[config.mk]
export PLATFORM = sky130hd
export DESIGN_NAME = mlp_load_sequencer
export DESIGN_NICKNAME = d
export VERILOG_FILES = /design/src/rtl/mlp_pkg.sv /design/src/rtl/mlp_load_idx.sv /design/src/rtl/mlp_load_sequencer.sv
export SDC_FILE = /design/constraint.sdc
export NUM_CORES = 1
export LEC_CHECK = 0
export ABC_AREA = 1
export CAP_MARGIN = 20
export CORE_ASPECT_RATIO = 0.7
export CORE_MARGIN = 4
export CORE_UTILIZATION = 40
export DETAILED_ROUTE_END_ITERATION = 6
export GPL_TIMING_DRIVEN = 1
export PLACE_DENSITY = 0.67
export SLEW_MARGIN = 5
export SYNTH_ARGS = -nofsm -noshare
export SYNTH_HDL_FRONTEND = slang
export SYNTH_SLANG_ARGS = --single-unit
export TNS_END_PERCENT = 10
[constraint.sdc]
create_clock -name clk -period 1.7 [get_ports clk]
set_input_delay 0.425 -clock clk [delete_from_list [all_inputs] [get_ports clk]]
set_output_delay 0.425 -clock clk [all_outputs]
set_load 0.02 [all_outputs]
[src/rtl/mlp_pkg.sv]
// Shared constants and state type for the MLP load sequencer and accelerator top.
// Word/row/group/layer geometry lives here so both sides agree on the load order.
package mlp_pkg;

    localparam int MLP_WORDS_PER_ROW  = 8;
    localparam int MLP_ROWS           = 16;
    localparam int MLP_WEIGHT_GROUPS  = 8;
    localparam int MLP_LAYERS         = 8;
    localparam int MLP_LAYER_GAP      = 4;
    localparam int MLP_RESULT_WORDS   = 128;
    localparam int MLP_WORD_CNT_W     = 7;

    typedef enum logic [2:0] {
        ST_IDLE        = 3'd0,
        ST_LOAD_INPUT  = 3'd1,
        ST_LOAD_WEIGHT = 3'd2,
        ST_GAP         = 3'd3,
        ST_WAIT_RESULT = 3'd4
    } mlp_seq_state_t;

    function automatic logic is_load_state(input mlp_seq_state_t s);
        return (s == ST_LOAD_INPUT) || (s == ST_LOAD_WEIGHT);
    endfunction

endpackage

[src/rtl/mlp_load_idx.sv]
// Word and layer counters for the load sequencer, plus the row/group/layer
// index decode for the input phase and the weight phase.
module mlp_load_idx
    import mlp_pkg::*;
#(
    parameter int WORDS_PER_ROW = MLP_WORDS_PER_ROW,
    parameter int ROWS          = MLP_ROWS,
    parameter int WEIGHT_GROUPS = MLP_WEIGHT_GROUPS,
    parameter int LAYERS        = MLP_LAYERS
) (
    input  logic       clk,
    input  logic       rst,
    input  logic       clear,
    input  logic       word_inc,
    input  logic       layer_inc,
    input  logic       weight_phase,
    output logic       word_last,
    output logic       layer_last,
    output logic [3:0] input_load_number,
    output logic [3:0] weight_number,
    output logic [2:0] layer_number
);

    localparam logic [MLP_WORD_CNT_W-1:0] INPUT_LAST  = MLP_WORD_CNT_W'(WORDS_PER_ROW * ROWS - 1);
    localparam logic [MLP_WORD_CNT_W-1:0] WEIGHT_LAST = MLP_WORD_CNT_W'(ROWS * WEIGHT_GROUPS - 1);
    localparam logic [2:0]                LAYER_LAST  = 3'(LAYERS - 1);

    logic [MLP_WORD_CNT_W-1:0] word_cnt;
    logic [2:0]                layer_cnt;

    assign word_last  = weight_phase ? (word_cnt == WEIGHT_LAST) : (word_cnt == INPUT_LAST);
    assign layer_last = (layer_cnt == LAYER_LAST);

    always_ff @(posedge clk) begin
        if (rst || clear) begin
            word_cnt  <= '0;
            layer_cnt <= '0;
        end else begin
            if (word_inc) begin
                word_cnt <= word_last ? '0 : word_cnt + 1'b1;
            end
            if (layer_inc) begin
                layer_cnt <= layer_cnt + 3'd1;
            end
        end
    end

    // Input rows are 8 words wide; weight groups are 16 rows of one word each.
    always_comb begin
        weight_number = {1'b0, word_cnt[6:4]};
        if (weight_phase) begin
            input_load_number = word_cnt[3:0];
            layer_number      = layer_cnt;
        end else begin
            input_load_number = word_cnt[6:3];
            layer_number      = 3'd0;
        end
    end

endmodule

[src/rtl/mlp_load_sequencer.sv]
// Turns a flat host word stream into the accelerator's ordered input/weight
// load strobes, inserts inter-layer gaps, then waits for the result burst.
module mlp_load_sequencer
    import mlp_pkg::*;
#(
    parameter int WORDS_PER_ROW = MLP_WORDS_PER_ROW,
    parameter int ROWS          = MLP_ROWS,
    parameter int WEIGHT_GROUPS = MLP_WEIGHT_GROUPS,
    parameter int LAYERS        = MLP_LAYERS,
    parameter int LAYER_GAP     = MLP_LAYER_GAP,
    parameter int RESULT_WORDS  = MLP_RESULT_WORDS
) (
    input  logic        clk,
    input  logic        rst,
    input  logic        start_i,
    input  logic        host_valid_i,
    input  logic [31:0] host_data_i,
    output logic        host_ready_o,
    output logic        load_en_o,
    output logic [31:0] load_payload_o,
    output logic        load_type_o,
    output logic [3:0]  input_load_number_o,
    output logic [2:0]  layer_number_o,
    output logic [3:0]  weight_number_o,
    input  logic        result_valid_i,
    output logic        busy_o,
    output logic        done_o,
    output logic [2:0]  state_o
);

    // Handshake: a host word is consumed on a rising edge exactly when
    // host_valid_i and host_ready_o are both high; host_ready_o depends on state only.

    localparam logic [7:0]  GAP_LAST = 8'(LAYER_GAP - 1);
    localparam logic [15:0] RES_LAST = 16'(RESULT_WORDS - 1);

    mlp_seq_state_t state, state_next;

    logic        accept;
    logic        cnt_clear;
    logic        layer_inc;
    logic        done_next;
    logic        word_last;
    logic        layer_last;
    logic [3:0]  idx_input;
    logic [3:0]  idx_weight;
    logic [2:0]  idx_layer;
    logic [7:0]  gap_cnt;
    logic [15:0] res_cnt;

    assign host_ready_o = is_load_state(state);
    assign accept       = host_ready_o && host_valid_i;
    assign state_o      = state;

    mlp_load_idx #(
        .WORDS_PER_ROW (WORDS_PER_ROW),
        .ROWS          (ROWS),
        .WEIGHT_GROUPS (WEIGHT_GROUPS),
        .LAYERS        (LAYERS)
    ) u_idx (
        .clk               (clk),
        .rst               (rst),
        .clear             (cnt_clear),
        .word_inc          (accept),
        .layer_inc         (layer_inc),
        .weight_phase      (state == ST_LOAD_WEIGHT),
        .word_last         (word_last),
        .layer_last        (layer_last),
        .input_load_number (idx_input),
        .weight_number     (idx_weight),
        .layer_number      (idx_layer)
    );

    always_ff @(posedge clk) begin
        if (rst) begin
            state <= ST_IDLE;
        end else begin
            state <= state_next;
        end
    end

    always_comb begin
        state_next = state;
        cnt_clear  = 1'b0;
        layer_inc  = 1'b0;
        done_next  = 1'b0;
        case (state)
            ST_IDLE: begin
                if (start_i) begin
                    state_next = ST_LOAD_INPUT;
                    cnt_clear  = 1'b1;
                end
            end
            ST_LOAD_INPUT: begin
                if (accept && word_last) begin
                    state_next = ST_LOAD_WEIGHT;
                end
            end
            ST_LOAD_WEIGHT: begin
                if (accept && word_last) begin
                    if (layer_last) begin
                        state_next = ST_WAIT_RESULT;
                    end else begin
                        state_next = ST_GAP;
                        layer_inc  = 1'b1;
                    end
                end
            end
            ST_GAP: begin
                if (gap_cnt == GAP_LAST) begin
                    state_next = ST_LOAD_WEIGHT;
                end
            end
            ST_WAIT_RESULT: begin
                if (result_valid_i && (res_cnt == RES_LAST)) begin
                    state_next = ST_IDLE;
                    done_next  = 1'b1;
                end
            end
            default: state_next = ST_IDLE;
        endcase
    end

    always_ff @(posedge clk) begin
        if (rst || cnt_clear) begin
            gap_cnt <= '0;
            res_cnt <= '0;
        end else begin
            if (state == ST_GAP) begin
                gap_cnt <= (gap_cnt == GAP_LAST) ? '0 : gap_cnt + 8'd1;
            end
            if ((state == ST_WAIT_RESULT) && result_valid_i) begin
                res_cnt <= res_cnt + 16'd1;
            end
        end
    end

    // Without a strobe the type line idles at 1 so the array holds; indices keep their values.
    always_ff @(posedge clk) begin
        if (rst) begin
            load_en_o           <= 1'b0;
            load_payload_o      <= '0;
            load_type_o         <= 1'b1;
            input_load_number_o <= '0;
            layer_number_o      <= '0;
            weight_number_o     <= '0;
            busy_o              <= 1'b0;
            done_o              <= 1'b0;
        end else begin
            load_en_o <= accept;
            busy_o    <= (state_next != ST_IDLE);
            done_o    <= done_next;
            if (accept) begin
                load_payload_o      <= host_data_i;
                load_type_o         <= (state == ST_LOAD_INPUT);
                input_load_number_o <= idx_input;
                layer_number_o      <= idx_layer;
                if (state == ST_LOAD_WEIGHT) begin
                    weight_number_o <= idx_weight;
                end
            end else begin
                load_type_o <= 1'b1;
            end
        end
    end

endmodule

==> results.toml <==
[status]
status = "completed"

[cts]
htreeDepth = 3
cts_tree = "done"
cts_hold_buf = 0
cts_root_buf = "clkbuf_16"
clk_pin_slew_ns = 0.06
clk_latency_ns = 0.33
cts_sinks = 83
cts_buffers = 9
clockBufferDepth = 2

[worst_setup_path]
slowest_delay_ns = 0.60
cp-end-kind = "output port"
crit_fanout = 1
cp.arrival_ns = 1.23
critical_path_buf_inv_count = 1
worst_ep_required_time_ns = 1.27
startpoint_type = "register"
cp_cell_sequence = "clkdlybuf4s50_1"
criticalPathCategory = "reg2out"
slowest_stage = "clkdlybuf4s50_1"
crit_family = "buffers and inverters"

[route]
drcViolationCount = 0
routedWlPerCell_um = 12.6
dr_total_vias = 3430
drtIter0Drc = 184
avgViaCountPerCell = 4.76
drtAntennaViolNets = 0
drt_first_pass_iters = 4
drt-total-wl_mm = 9.10

[cells_and_area]
layout_common_cells = "102 x nor2_1, 83 x dfxtp_1, 78 x nand2_1"
nets = 639
diodes = 0
drive_gt1_share_pct = 12.6
layout_commonest_cell = "nor2_1"
final_area_um2 = 5130
fin_util_pct = 59.1
syn_to_final_growth_pct = 40.4

[pwr]
p_leak_nw = 2.30
p_total_mw = 4.62
power.density_nw_per_um2 = 900
ir_drop_uv = 579

[place]
dpl_cell_area_um2 = 4830
dpl.hpwl_mm = 6.77
io_buffers = 86
place.gp.congestion = 0.828

[flow_run]
max_cap_viol_count = 0

[logic_synthesis]
synth_seq_area_share_pct = 45.4
mappedNetlistNets = 528
syn_inst = 486
synth-async-reset-ratio_pct = 0
synth_seq_cells = 83
yosysWarnings = 0
synth_edf_count = 0
ys_types = 36
yosys_most_used_dff = "dfxtp_1"
synth_area_um2 = 3660
synth.avg_cell_area_um2 = 7.52

[die]
die-width_um = 122
io_pins = 88
rows = 28
design.die.area_um2 = 10800
core_area_um2 = 8690
start_util_pct = 42.1
die_y_um = 88.0

[timing]
layout_min_cycle_time_ns = 1.66
finalSetupTns_ns = 0
period_share_pct = 97.5
setup_violations = 0
holdWs_ns = 0.462
fmax_mhz = 603
final-max-slew-violation-count = 0
rsz0062_at_grt = "no"
fin_skew_ns = 0.00578
hold_viol = 0

[grt]
antenna_found_initial = 0
grt_pass1_vias = 3210
grtUsageTotal_pct = 17.6
grt_pass1_wl_mm = 15.1
grt_overflow_total = 0
grt_max_degree = 40

[min_path]
hold_path.class = "reg2reg"
## timing repair
item                                    in CTS  in global routing
setup buffers                                0                  0
endpoints found under the hold margin        0                  0
gates cloned                                 0                  0
endpoints found under the setup margin      40                 18
resized for setup                           42                 15
## worst register-to-register path, cell delays in order (launching register included)
cell and delay (ns):
dfxtp_1 0.40, ha_1 0.19, nand3_1 0.13, nor2_4 0.17, inv_1 0.12, nor2_8 0.13
nand3_4 0.09, clkinv_2 0.08, nand2_1 0.06, a21oi_2 0.10
## cell type report
cell class | count | area (um^2)
fillers | 834 | 3550
multi-input cells | 344 | 1730
flip-flops and latches | 83 | 1660
repair buffers | 116 | 1100
clock buffers | 10 | 239
inverters | 43 | 168
well taps | 120 | 150
clock inverters | 5 | 77.6
## routing by layer
layer  share of wire [%]  GRT usage [%]  wire (um)
met3                 4.2           5.04        383
met1                  48           23.2       4350
met2                  46           27.6       4230
met5                   0              0          0
met4                 1.6           6.71        145
## power breakdown
part | internal (mW) | switching [mW]
combinational | 0.243 | 0.281
clock | 1.31 | 0.742
sequential | 2.01 | 0.0303
## cell usage after synthesis, types with 2 or more instances
cell type	number	area [um^2]
a211oi_1	3	22.5
a21oi_1	28	140
a31oi_1	4	25.0
buf_2	4	20.0
buf_4	5	37.5
buf_8	2	30.0
clkbuf_1	3	11.3
dfxtp_1	83	1660
ha_1	5	62.6
inv_1	36	135
inv_2	5	18.8
nand2_1	78	293
nand2_2	2	12.5
nand2_4	2	22.5
nand3_1	25	125
nand3_2	3	30.0
nand3b_1	3	22.5
nand4_1	6	37.5
nor2_1	103	387
nor2_2	4	25.0
nor2_4	3	33.8
nor2_8	2	40.0
nor3_1	8	40.0
nor3_2	3	30.0
o21ai_0	48	240
o21ai_1	3	15.0
xor2_1	6	52.6
## state kept, by name (all words and copies together) (netlist names), 4 cells and up
register and flops:
gap_cnt 8, input_load_number_o 4, res_cnt 16, load_payload_o 32, u_idx.word_cnt 7
## logic make-up after synthesis
group	after synthesis	share of synthesized area [%]
AOI/OAI and AO/OA	87	12.4
xor gates and xnor gates	6	1.44
adders and majority gates	5	1.71
buffers and inverters	59	7.70
DFF	83	45.4
other	1	0.103
and+or+nand+nor	245	31.2
## metrics by stage
step / std cells / setup slack, ns
CTS: 721 / 0.00107
global route: 721 / 0.00618
floorplan: 486 / 0.214
detailed placement: 706 / -0.183
finish: 721 / 0.0430
global placement: 706 / -0.126
## final timing paths
check / start / to / slack, ns / cells after the start
min: gap_cnt[6]$_SDFFE_PP0P_ / gap_cnt[6]$_SDFFE_PP0P_ / 0.46 / 2
min reg2reg: gap_cnt[6]$_SDFFE_PP0P_ / gap_cnt[6]$_SDFFE_PP0P_ / 0.46 / 2
max reg2reg: u_idx.word_cnt[1]$_SDFFE_PP0P_ / u_idx.layer_cnt[0]$_SDFFE_PP0P_ / 0.17 / 9
max: done_o$_SDFF_PP0_ / done_o / 0.04 / 1
(Power assumes the default switching activity.)
